## src/rtl/ccff_bitstream_loader.sv

```systemverilog
// Byte-stream to configuration-chain serialiser for the logic tiles (ccff_head / ccff_shift_en).
// Optional read-back verify pass from ccff_tail: define CCFF_BITSTREAM_LOADER_VERIFY_EN.
module ccff_bitstream_loader #(
  parameter int CHAIN_LEN = 64,
  parameter int CNT_W     = $clog2(CHAIN_LEN + 1)
) (
  input  logic       prog_clk,
  input  logic       pReset,
  input  logic       start,
  input  logic [7:0] s_data,
  input  logic       s_valid,
  output logic       s_ready,
  output logic       ccff_head,
  output logic       ccff_shift_en,
  input  logic       ccff_tail,
  output logic       busy,
  output logic       done,
  output logic       error
);

  // state    | meaning
  // S_IDLE   | waiting for start
  // S_LOAD   | shifting CHAIN_LEN bits into the chain
  // S_VERIFY | shifting the resent stream, comparing against ccff_tail
  // S_DONE   | one-cycle completion pulse
  typedef enum logic [1:0] {S_IDLE, S_LOAD, S_VERIFY, S_DONE} state_t;

  localparam logic [CNT_W-1:0] LP_LEN  = CNT_W'(CHAIN_LEN);
  localparam logic [CNT_W-1:0] LP_LAST = CNT_W'(CHAIN_LEN - 1);

  state_t           r_state;
  logic [7:0]       r_buf;
  logic [3:0]       r_nb;
  logic [CNT_W-1:0] r_cnt;
  logic             r_head;
  logic             r_shift_en;
  logic             r_done;
  logic             w_active;
  logic             w_accept;
  logic             w_pass_end;
  logic [3:0]       w_nb_load;

`ifdef CCFF_BITSTREAM_LOADER_VERIFY_EN
  logic r_err;
  assign error = r_err;
`else
  logic w_unused_tail;
  assign w_unused_tail = ccff_tail;
  assign error         = 1'b0;
`endif

  // r_nb counts bits still to present after the one currently on ccff_head,
  // so the buffer is only free once the last shift cycle has also ended.
  assign w_active   = (r_state == S_LOAD) || (r_state == S_VERIFY);
  assign s_ready    = w_active && (r_nb == 4'd0) && !r_shift_en && (r_cnt < LP_LEN);
  assign w_accept   = s_valid && s_ready;
  assign w_pass_end = r_shift_en && (r_cnt == LP_LAST);

  always_comb begin
    w_nb_load = 4'd8;
    if (CHAIN_LEN - int'(r_cnt) < 8) w_nb_load = 4'(CHAIN_LEN - int'(r_cnt));
  end

  always_ff @(posedge prog_clk or negedge pReset) begin
    if (!pReset) begin
      r_state    <= S_IDLE;
      r_buf      <= '0;
      r_nb       <= '0;
      r_cnt      <= '0;
      r_head     <= 1'b0;
      r_shift_en <= 1'b0;
      r_done     <= 1'b0;
`ifdef CCFF_BITSTREAM_LOADER_VERIFY_EN
      r_err      <= 1'b0;
`endif
    end else begin
      r_done <= 1'b0;
      case (r_state)
        S_IDLE: begin
          r_shift_en <= 1'b0;
          if (start) begin
            r_state <= S_LOAD;
            r_cnt   <= '0;
            r_nb    <= '0;
`ifdef CCFF_BITSTREAM_LOADER_VERIFY_EN
            r_err   <= 1'b0;
`endif
          end
        end
        S_LOAD, S_VERIFY: begin
          if (r_shift_en) r_cnt <= r_cnt + CNT_W'(1);
`ifdef CCFF_BITSTREAM_LOADER_VERIFY_EN
          if (r_state == S_VERIFY && r_shift_en && (ccff_tail != r_head)) r_err <= 1'b1;
`endif
          if (w_pass_end) begin
            r_cnt <= '0;
            if (r_state == S_VERIFY) begin
              r_state <= S_DONE;
              r_done  <= 1'b1;
            end else begin
`ifdef CCFF_BITSTREAM_LOADER_VERIFY_EN
              r_state <= S_VERIFY;
`else
              r_state <= S_DONE;
              r_done  <= 1'b1;
`endif
            end
          end
          if (r_nb != 4'd0) begin
            r_head     <= r_buf[7];
            r_buf      <= {r_buf[6:0], 1'b0};
            r_nb       <= r_nb - 4'd1;
            r_shift_en <= 1'b1;
          end else if (w_accept) begin
            r_head     <= s_data[7];
            r_buf      <= {s_data[6:0], 1'b0};
            r_nb       <= w_nb_load - 4'd1;
            r_shift_en <= 1'b1;
          end else begin
            r_shift_en <= 1'b0;
          end
        end
        S_DONE: begin
          r_shift_en <= 1'b0;
          r_state    <= S_IDLE;
        end
        default: r_state <= S_IDLE;
      endcase
    end
  end

  assign ccff_head     = r_head;
  assign ccff_shift_en = r_shift_en;
  assign busy          = (r_state != S_IDLE);
  assign done          = r_done;

endmodule

```

## config.mk

```make
export PLATFORM = sky130hd
export DESIGN_NAME = ccff_bitstream_loader
export DESIGN_NICKNAME = d
export VERILOG_FILES = /design/src/rtl/ccff_bitstream_loader.sv
export SDC_FILE = /design/constraint.sdc
export NUM_CORES = 1
export LEC_CHECK = 0
export ABC_AREA = 1
export BUFFER_PORTS_ARGS = -buffer_cell sky130_fd_sc_hd__buf_2
export CORE_ASPECT_RATIO = 0.9
export CORE_MARGIN = 10
export CORE_UTILIZATION = 51
export DETAILED_ROUTE_END_ITERATION = 12
export GPL_TIMING_DRIVEN = 0
export PLACE_DENSITY_LB_ADDON = 0.12
export SLEW_MARGIN = 40
export SYNTH_ARGS = -nofsm -noshare
export SYNTH_HDL_FRONTEND = slang
export SYNTH_SLANG_ARGS = --single-unit
```

## constraint.sdc

```tcl
create_clock -name prog_clk -period 1.7 [get_ports prog_clk]
set_input_delay 0.17 -clock prog_clk [delete_from_list [all_inputs] [get_ports prog_clk]]
set_output_delay 0.17 -clock prog_clk [all_outputs]
set_load 0.03 [all_outputs]
```

==> results.txt, run 1 <==
----------------------------------------------------
[Setup path]
  Capture instance of the worst register-to-register path ... r_nb[3]
  Type of the setup path with the least slack ... flop to flop
  Required time of the critical path ... 1.92 ns
  R2R setup slack ... -0.1 ns
  Max stage delay on crit path ... 0.45 ns
  R2r startpoint ... r_cnt[1]
  Critical Path Most Common Cell ... sky130_fd_sc_hd__nand2_1
  CP delay by family, top ... simple AND/OR/NAND/NOR gates
  Data arrival time of the critical path ... 2.02 ns
  Biggest fanout along the worst timing path ... 4
  Slowest CP cell ... sky130_fd_sc_hd__dfrtp_1
  Cell-by-cell listing of the critical path ... inv_2 > ha_4 > inv_4 > nor2_4 > a21oi_2 > nand2_1 > nand2_2 > buf_4 > nand2_1 > nand2_1 > nor2_1 > nand3_1 > nand3_2 > nand2_1
  Category of the worst setup path capture point ... flop
  Depth of the worst register-to-register path ... 14
  Stages on the worst setup path ... 14
  Worst setup SP type ... flop
  Number of buffers and inverters on the critical path ... 3

[Layout]
  Sequential cell area in the final layout ... 576 um2
  Total area of multi-input combinational cells ... 838 um2
  Layout cells sized above 1 ... 43.8%
  Fillers ... 186
  Nets@finish ... 229
  Diode count ... 0
  Area growth, synth to finish ... 34.4%
  Final design instance area without fill ... 1860 um2
  Count of non-filler cells in the finished layout ... 238

[Floorplan]
  Placement row count ... 17
  Initial core utilization ... 54.8%
  Die Outline Area ... 5210 um2
  Die Y-Extent ... 69.5 um
  IO Count ... 19
  Floorplan core area ... 2530 um2
  DIE WIDTH ... 75.0 um

[Place]
  Global placement routability congestion ... 0.860
  Dpl cell area ... 1530 um2
  Worst setup slack after placement ... -0.277 ns
  Post-DP HPWL ... 2110 um
  Count of buffers from port buffering ... 16
  Number of placed instances, taps included ... 216

[Synth]
  Register bit count reported by yosys ... 23
  Most frequent cells after synthesis ... sky130_fd_sc_hd__nand2_1, sky130_fd_sc_hd__dfrtp_1, sky130_fd_sc_hd__nor2_1, sky130_fd_sc_hd__inv_1
  Synth top area cells ... sky130_fd_sc_hd__dfrtp_1, sky130_fd_sc_hd__nand2_1, sky130_fd_sc_hd__nor2_1, sky130_fd_sc_hd__inv_1, sky130_fd_sc_hd__ha_1
  Post-synth top flop ... sky130_fd_sc_hd__dfrtp_1
  Biggest area consumer among synthesized cells ... sky130_fd_sc_hd__dfrtp_1
  Area share of the largest cell type after synthesis ... 41.5%
  Area of the mapped netlist ... 1390 um2
  Post-synthesis cell count ... 172
  Number of nets in the synthesized netlist ... 190
  Count of warnings emitted by yosys ... 0
  Unique masters post-synth ... 31
  Number of enable-type register cells in the synthesized netlist ... 0
  Portion of the post-synthesis area used by sequential elements ... 41.5%
  Most frequent cell after synthesis ... sky130_fd_sc_hd__nand2_1
  Per-instance average area after synthesis ... 8.06 um2
  Post-synthesis async set-or-reset flop share ... 100%

[Global route]
  Via count of the first global-routing pass ... 1095
  Total routing usage reported by global routing ... 11.9%
  Congestion Overflow GR ... 0
  Global-route wire length before repair ... 4970 um
  Antenna violations before repair ... 0
  Pin count of the biggest net entering global routing ... 24

[Timing]
  Pin slew with the least headroom to its limit ... 0.534 ns
  Max-slew headroom ... 64.4%
  Max-slew violation count ... 0
  Maximum operating frequency ... 0.556 GHz
  Setup repair after global routing missed its margin ... yes
  Setup-violating endpoint count in the final report ... 3
  Final clock period utilization by the worst path ... 106%
  Final Skew ... 0.00264 ns
  Min cycle time layout ... 1.80 ns
  Hold violation total from the final report ... 0
  Post-layout worst setup margin ... -0.0992 ns

[Route]
  Total vias in the final route ... 1220
  Number of design rule violations left after detail routing ... 0
  Wire length per cell ... 13.6 um
  Initial DRT Pass Iterations ... 4
  Final wirelength ... 3230 um
  Initial detailed-routing violation count ... 91
  Routed via count divided by cell count ... 5.13
  Number of nets with antenna violations after routing ... 0

[Hold path]
  Hold endpoint ... r_buf[4]
  Depth of the worst hold-timing path ... 3
  Min-delay src ... s_data[3]
  Worst hold path class ... primary input to flop

[CTS]
  Clock tree sinks ... 23
  CTS H-tree depth ... 1
  Root cell of the clock tree ... sky130_fd_sc_hd__clkbuf_4
  CTS Buffer Depth ... 2
  Clock transition at path regs ... 0.13 ns
  CTS Buf Count ... 3
  Clock tree from TritonCTS ... yes
  Clock insertion delay at the later pin of the skew report ... 0.31 ns

[Job]
  Max-cap violations ... 0

[Run status]
  Status ... complete, but fails checks
  Violations in the final reports ... negative setup slack

----------------------------------------------------
-- flip-flops by register name, summed over array words and instances, names as in the netlist --
| signal | cells |
|---|---|
| ccff_shift_en | 1 |
| r_nb | 4 |
| r_buf | 7 |
| ccff_head | 1 |
| done | 1 |
| r_cnt | 7 |
| r_state | 2 |
-- logic make-up after synthesis --
logic type                 Yosys count  share of synthesized area (%)
DFF                                 23                           41.5
other                                1                          0.270
buffers and inverters               26                           9.12
adders and majority gates            5                           4.51
AOI/OAI and AO/OA                   25                           12.6
and+or+nand+nor                     89                           30.1
xor gates and xnor gates             3                           1.90
-- what timing repair did --
item                                    CTS  global route
endpoints found under the hold margin    23             0
gates resized for setup                  12            23
hold buffers                              1             0
buffers inserted                          7             9
pin swaps                                 5             9
endpoints found under the setup margin   11            21
cloned                                    0             1
-- metal layers --
layer  up-vias  wire length [um]  global-route usage (%)
li1        624                 -                       -
met1       564              1420                    15.1
met2        23              1590                    18.7
met3         9               150                    3.42
met4         0                65                    3.33
met5         -                 0                       0
-- cells in the final DEF, fill, tap and decap left out, types with 3 or more instances in the layout --
cell,netlist,final
sky130_fd_sc_hd__nand2_1,45,42
sky130_fd_sc_hd__dfrtp_1,23,23
sky130_fd_sc_hd__buf_4,2,17
sky130_fd_sc_hd__nor2_1,22,15
sky130_fd_sc_hd__buf_2,0,15
sky130_fd_sc_hd__inv_1,17,10
sky130_fd_sc_hd__inv_2,5,9
sky130_fd_sc_hd__nor2_2,3,7
sky130_fd_sc_hd__nand3_1,7,6
sky130_fd_sc_hd__nand2_2,4,6
sky130_fd_sc_hd__nor2_4,2,5
sky130_fd_sc_hd__o21ai_0,7,4
sky130_fd_sc_hd__o21ai_1,2,3
sky130_fd_sc_hd__xor2_1,3,3
sky130_fd_sc_hd__a31oi_4,0,3
sky130_fd_sc_hd__ha_4,0,3
sky130_fd_sc_hd__clkbuf_4,0,3
-- worst max-delay path by stage --
stage,startpoint,endpoint,slack (ns)
2_1_floorplan,r_cnt[0],r_nb[1],-0.06
6_report,r_cnt[1],r_nb[3],-0.1
3_3_place_gp,r_cnt[0],r_nb[1],-0.21
3_5_place_dp,r_cnt[0],r_nb[1],-0.28
4_1_cts,r_cnt[0],r_nb[1],-0.06
5_1_grt,r_cnt[0],r_nb[3],-0.20
-- worst register-to-register path, cell delays in order (launching register included) --
cell	delay, ns
sky130_fd_sc_hd__dfrtp_1	0.45
sky130_fd_sc_hd__inv_2	0.10
sky130_fd_sc_hd__ha_4	0.16
sky130_fd_sc_hd__inv_4	0.04
sky130_fd_sc_hd__nor2_4	0.09
sky130_fd_sc_hd__a21oi_2	0.06
sky130_fd_sc_hd__nand2_1	0.08
sky130_fd_sc_hd__nand2_2	0.10
sky130_fd_sc_hd__buf_4	0.15
sky130_fd_sc_hd__nand2_1	0.05
sky130_fd_sc_hd__nand2_1	0.08
sky130_fd_sc_hd__nor2_1	0.12
sky130_fd_sc_hd__nand3_1	0.10
sky130_fd_sc_hd__nand3_2	0.08
sky130_fd_sc_hd__nand2_1	0.05
-- layout make-up --
| class | instances | area share [%] |
|---|---|---|
| plain buffers | 3 | 1.88 |
| inverters | 23 | 5.78 |
| well taps | 28 | 1.88 |
| flip-flops and latches | 23 | 30.9 |
| repair buffers | 34 | 13.2 |
| clock buffers | 4 | 1.41 |
| multi-input cells | 123 | 45.0 |
-- through the flow --
| step | TNS [ns] | utilization (%) | hold WS [ns] |
|---|---|---|---|
| 6_report | -0.251 | 73.6 | 0.101 |
| 5_1_grt | -1.77 | 73.6 | 0.0932 |
| 4_1_cts | -0.0765 | 65.9 | 0.0883 |
| 3_5_place_dp | -0.538 | 60.6 | 0.179 |
| 3_3_place_gp | -0.375 | 60.6 | 0.173 |
| 2_1_floorplan | -0.146 | - | -0.126 |
Power of run 1 is not shown: default switching activity piles up to over one toggle a cycle in this logic, so the estimate is an artifact.
==> inputs of run 2 (changes only) <==
- CORE_UTILIZATION: 51 -> 55
- clock period: 1.7 -> 2.25 ns (I/O delays scaled with it)
==> run 2 against run 1 <==
Compared with the run above:
- the flow now finishes without violations
- global-route usage about the same
- sequential share of layout area increased by 6.6 points
- clock skew increased by 0.0039 ns
- clock-buffer cell count unchanged
- highest routed layer unchanged
==> results.txt, run 2 (synthesis gave the netlist of run 1 again) <==
----------------------------------------------------
[Route]
  Total vias in the final route ... 1153
  Initial detailed-routing violation count ... 53
  Final wirelength ... 2650 um
  Number of design rule violations left after detail routing ... 0
  Number of nets with antenna violations after routing ... 0
  Wire length per cell ... 12.0 um
  Routed via count divided by cell count ... 5.22
  Initial DRT Pass Iterations ... 7

[Global route]
  Antenna violations before repair ... 0
  Via count of the first global-routing pass ... 1122
  Congestion Overflow GR ... 0
  Total routing usage reported by global routing ... 11.9%
  Pin count of the biggest net entering global routing ... 24
  Global-route wire length before repair ... 4820 um

[Floorplan]
  DIE WIDTH ... 72.9 um
  Die Y-Extent ... 67.6 um
  Placement row count ... 17
  Initial core utilization ... 57.2%
  Die Outline Area ... 4930 um2
  Floorplan core area ... 2420 um2
  IO Count ... 19

[Timing]
  Final Skew ... 0.00651 ns
  Hold violation total from the final report ... 0
  Final clock period utilization by the worst path ... 89.3%
  Setup-violating endpoint count in the final report ... 0
  Max-slew headroom ... 65.6%
  Maximum operating frequency ... 0.498 GHz
  Summed negative setup slack over all endpoints ... 0 ns
  Pin slew with the least headroom to its limit ... 0.516 ns
  Max-slew violation count ... 0
  Setup repair after global routing missed its margin ... no
  Min cycle time layout ... 2.01 ns

[Hold path]
  Worst hold path class ... primary input to flop

[Layout]
  Layout cells sized above 1 ... 24.4%
  Post-route core utilization ... 63.5%
  Diode count ... 0
  Most frequent cells in the layout ... sky130_fd_sc_hd__nand2_1, sky130_fd_sc_hd__nor2_1, sky130_fd_sc_hd__dfrtp_1, sky130_fd_sc_hd__inv_1, sky130_fd_sc_hd__buf_2
  Fillers ... 219
  Count of non-filler cells in the finished layout ... 221
  Most common cell after layout, fill and taps aside ... sky130_fd_sc_hd__nand2_1
  Nets@finish ... 212
  Leading registers by flop count ... r_buf (7), r_cnt (7), r_nb (4)
  Area growth, synth to finish ... 11.0%

[Place]
  Count of buffers from port buffering ... 16
  Post-DP HPWL ... 2110 um
  Number of placed instances, taps included ... 216
  Global placement routability congestion ... 0.812

[Setup path]
  Worst setup SP type ... flop
  Data arrival time of the critical path ... 2.24 ns
  Type of the setup path with the least slack ... flop to flop
  Required time of the critical path ... 2.48 ns
  Biggest fanout along the worst timing path ... 6
  Category of the worst setup path capture point ... flop

[CTS]
  CTS Buffer Depth ... 2
  # Post-CTS Setup Buffers ... 0
  Clock tree sinks ... 23
  CTS H-tree depth ... 1
  Clock tree from TritonCTS ... yes
  Clock transition at path regs ... 0.13 ns
  CTS Buf Count ... 3
  Root cell of the clock tree ... sky130_fd_sc_hd__clkbuf_4
  Clock insertion delay at the later pin of the skew report ... 0.32 ns

[Power]
  Largest voltage drop on the vdd net ... 1.35 mV
  Power density relative to cell area ... 1650 nW/um2
  Static leakage ... 0.763 nW

[Job]
  Max-cap violations ... 0

[Run status]
  Status ... completed

----------------------------------------------------
## run 2: cell count changes in the layout (fill, tap and decap cells not counted), moves of 3 or more
cell,change
sky130_fd_sc_hd__inv_2,-4
sky130_fd_sc_hd__nor2_1,+7
sky130_fd_sc_hd__o21ai_0,+3
sky130_fd_sc_hd__inv_1,+7
sky130_fd_sc_hd__nand2_1,+3
sky130_fd_sc_hd__a31oi_1,+3
sky130_fd_sc_hd__ha_4,-3
sky130_fd_sc_hd__a31oi_4,-3
sky130_fd_sc_hd__nor2_2,-4
sky130_fd_sc_hd__ha_1,+3
sky130_fd_sc_hd__buf_4,-15
sky130_fd_sc_hd__nor2_4,-3
## run 2: layer usage
metal	share of wire, %	track usage, %
met5	0	0
met4	0.57	4.50
met3	4.9	2.49
met2	46	19.5
met1	48	15.0
## run 2: through the flow
stage	cell area [um2]	hold WS, ns	power (mW)	worst slack (ns)
after global placement	1500	0.226	2.29	0.306
after CTS	1540	0.143	2.56	0.195
after global routing	1540	0.141	2.80	0.0515
after floorplan	1390	-0.0706	2.02	0.414
final	1540	0.149	2.54	0.242
after detailed placement	1500	0.230	2.36	0.226
## run 2: power breakdown
| group | total (mW) | internal [mW] | switching, mW |
|---|---|---|---|
| sequential | 0.707 | 0.587 | 0.120 |
| combinational | 1.64 | 0.576 | 1.06 |
| clock | 0.197 | 0.0693 | 0.127 |
## run 2: worst paths after layout
kind                            startpoint  endpoint  slack (ns)  cells past startpoint
worst max-delay path              r_cnt[0]   r_nb[1]        0.24                     12
worst min-delay path             s_data[2]  r_buf[3]        0.15                      3
worst max register to register    r_cnt[0]   r_nb[1]        0.24                     12
worst min register to register     r_nb[3]   r_nb[3]        0.51                      2
max in group asynchronous           pReset  r_cnt[0]        1.48                      2
min in group asynchronous           pReset   r_nb[0]        0.39                      2
## run 2: critical path: stages (launching register included)
cell and delay, ns:
sky130_fd_sc_hd__dfrtp_2 0.43, sky130_fd_sc_hd__inv_1 0.07, sky130_fd_sc_hd__ha_1 0.23, sky130_fd_sc_hd__inv_1 0.06
sky130_fd_sc_hd__nor2_1 0.05, sky130_fd_sc_hd__a21oi_1 0.12, sky130_fd_sc_hd__nand2_1 0.07, sky130_fd_sc_hd__nand2_2 0.13
sky130_fd_sc_hd__nand2_1 0.07, sky130_fd_sc_hd__nand2_1 0.07, sky130_fd_sc_hd__inv_1 0.05, sky130_fd_sc_hd__ha_1 0.30
sky130_fd_sc_hd__o31ai_1 0.25
## run 2: final cells by class
| type | instances | area, um2 | share of cell area, % |
|---|---|---|---|
| Tap cell | 28 | 35.0 | 2.28 |
| Clock buffer | 4 | 26.3 | 1.71 |
| Buffer | 3 | 35.0 | 2.28 |
| Multi-Input combinational cell | 123 | 684 | 44.5 |
| Timing Repair Buffer | 17 | 90.1 | 5.85 |
| Inverter | 23 | 91.3 | 5.93 |
| Sequential cell | 23 | 577 | 37.5 |
## run 2: what timing repair did
item                       in CTS  in global routing
setup endpoints to repair       0                  1
hold endpoints to repair       23                  0
resized for setup               0                  1
hold buffers                    1                  0
Note: power is estimated with default switching activity, not from simulation.
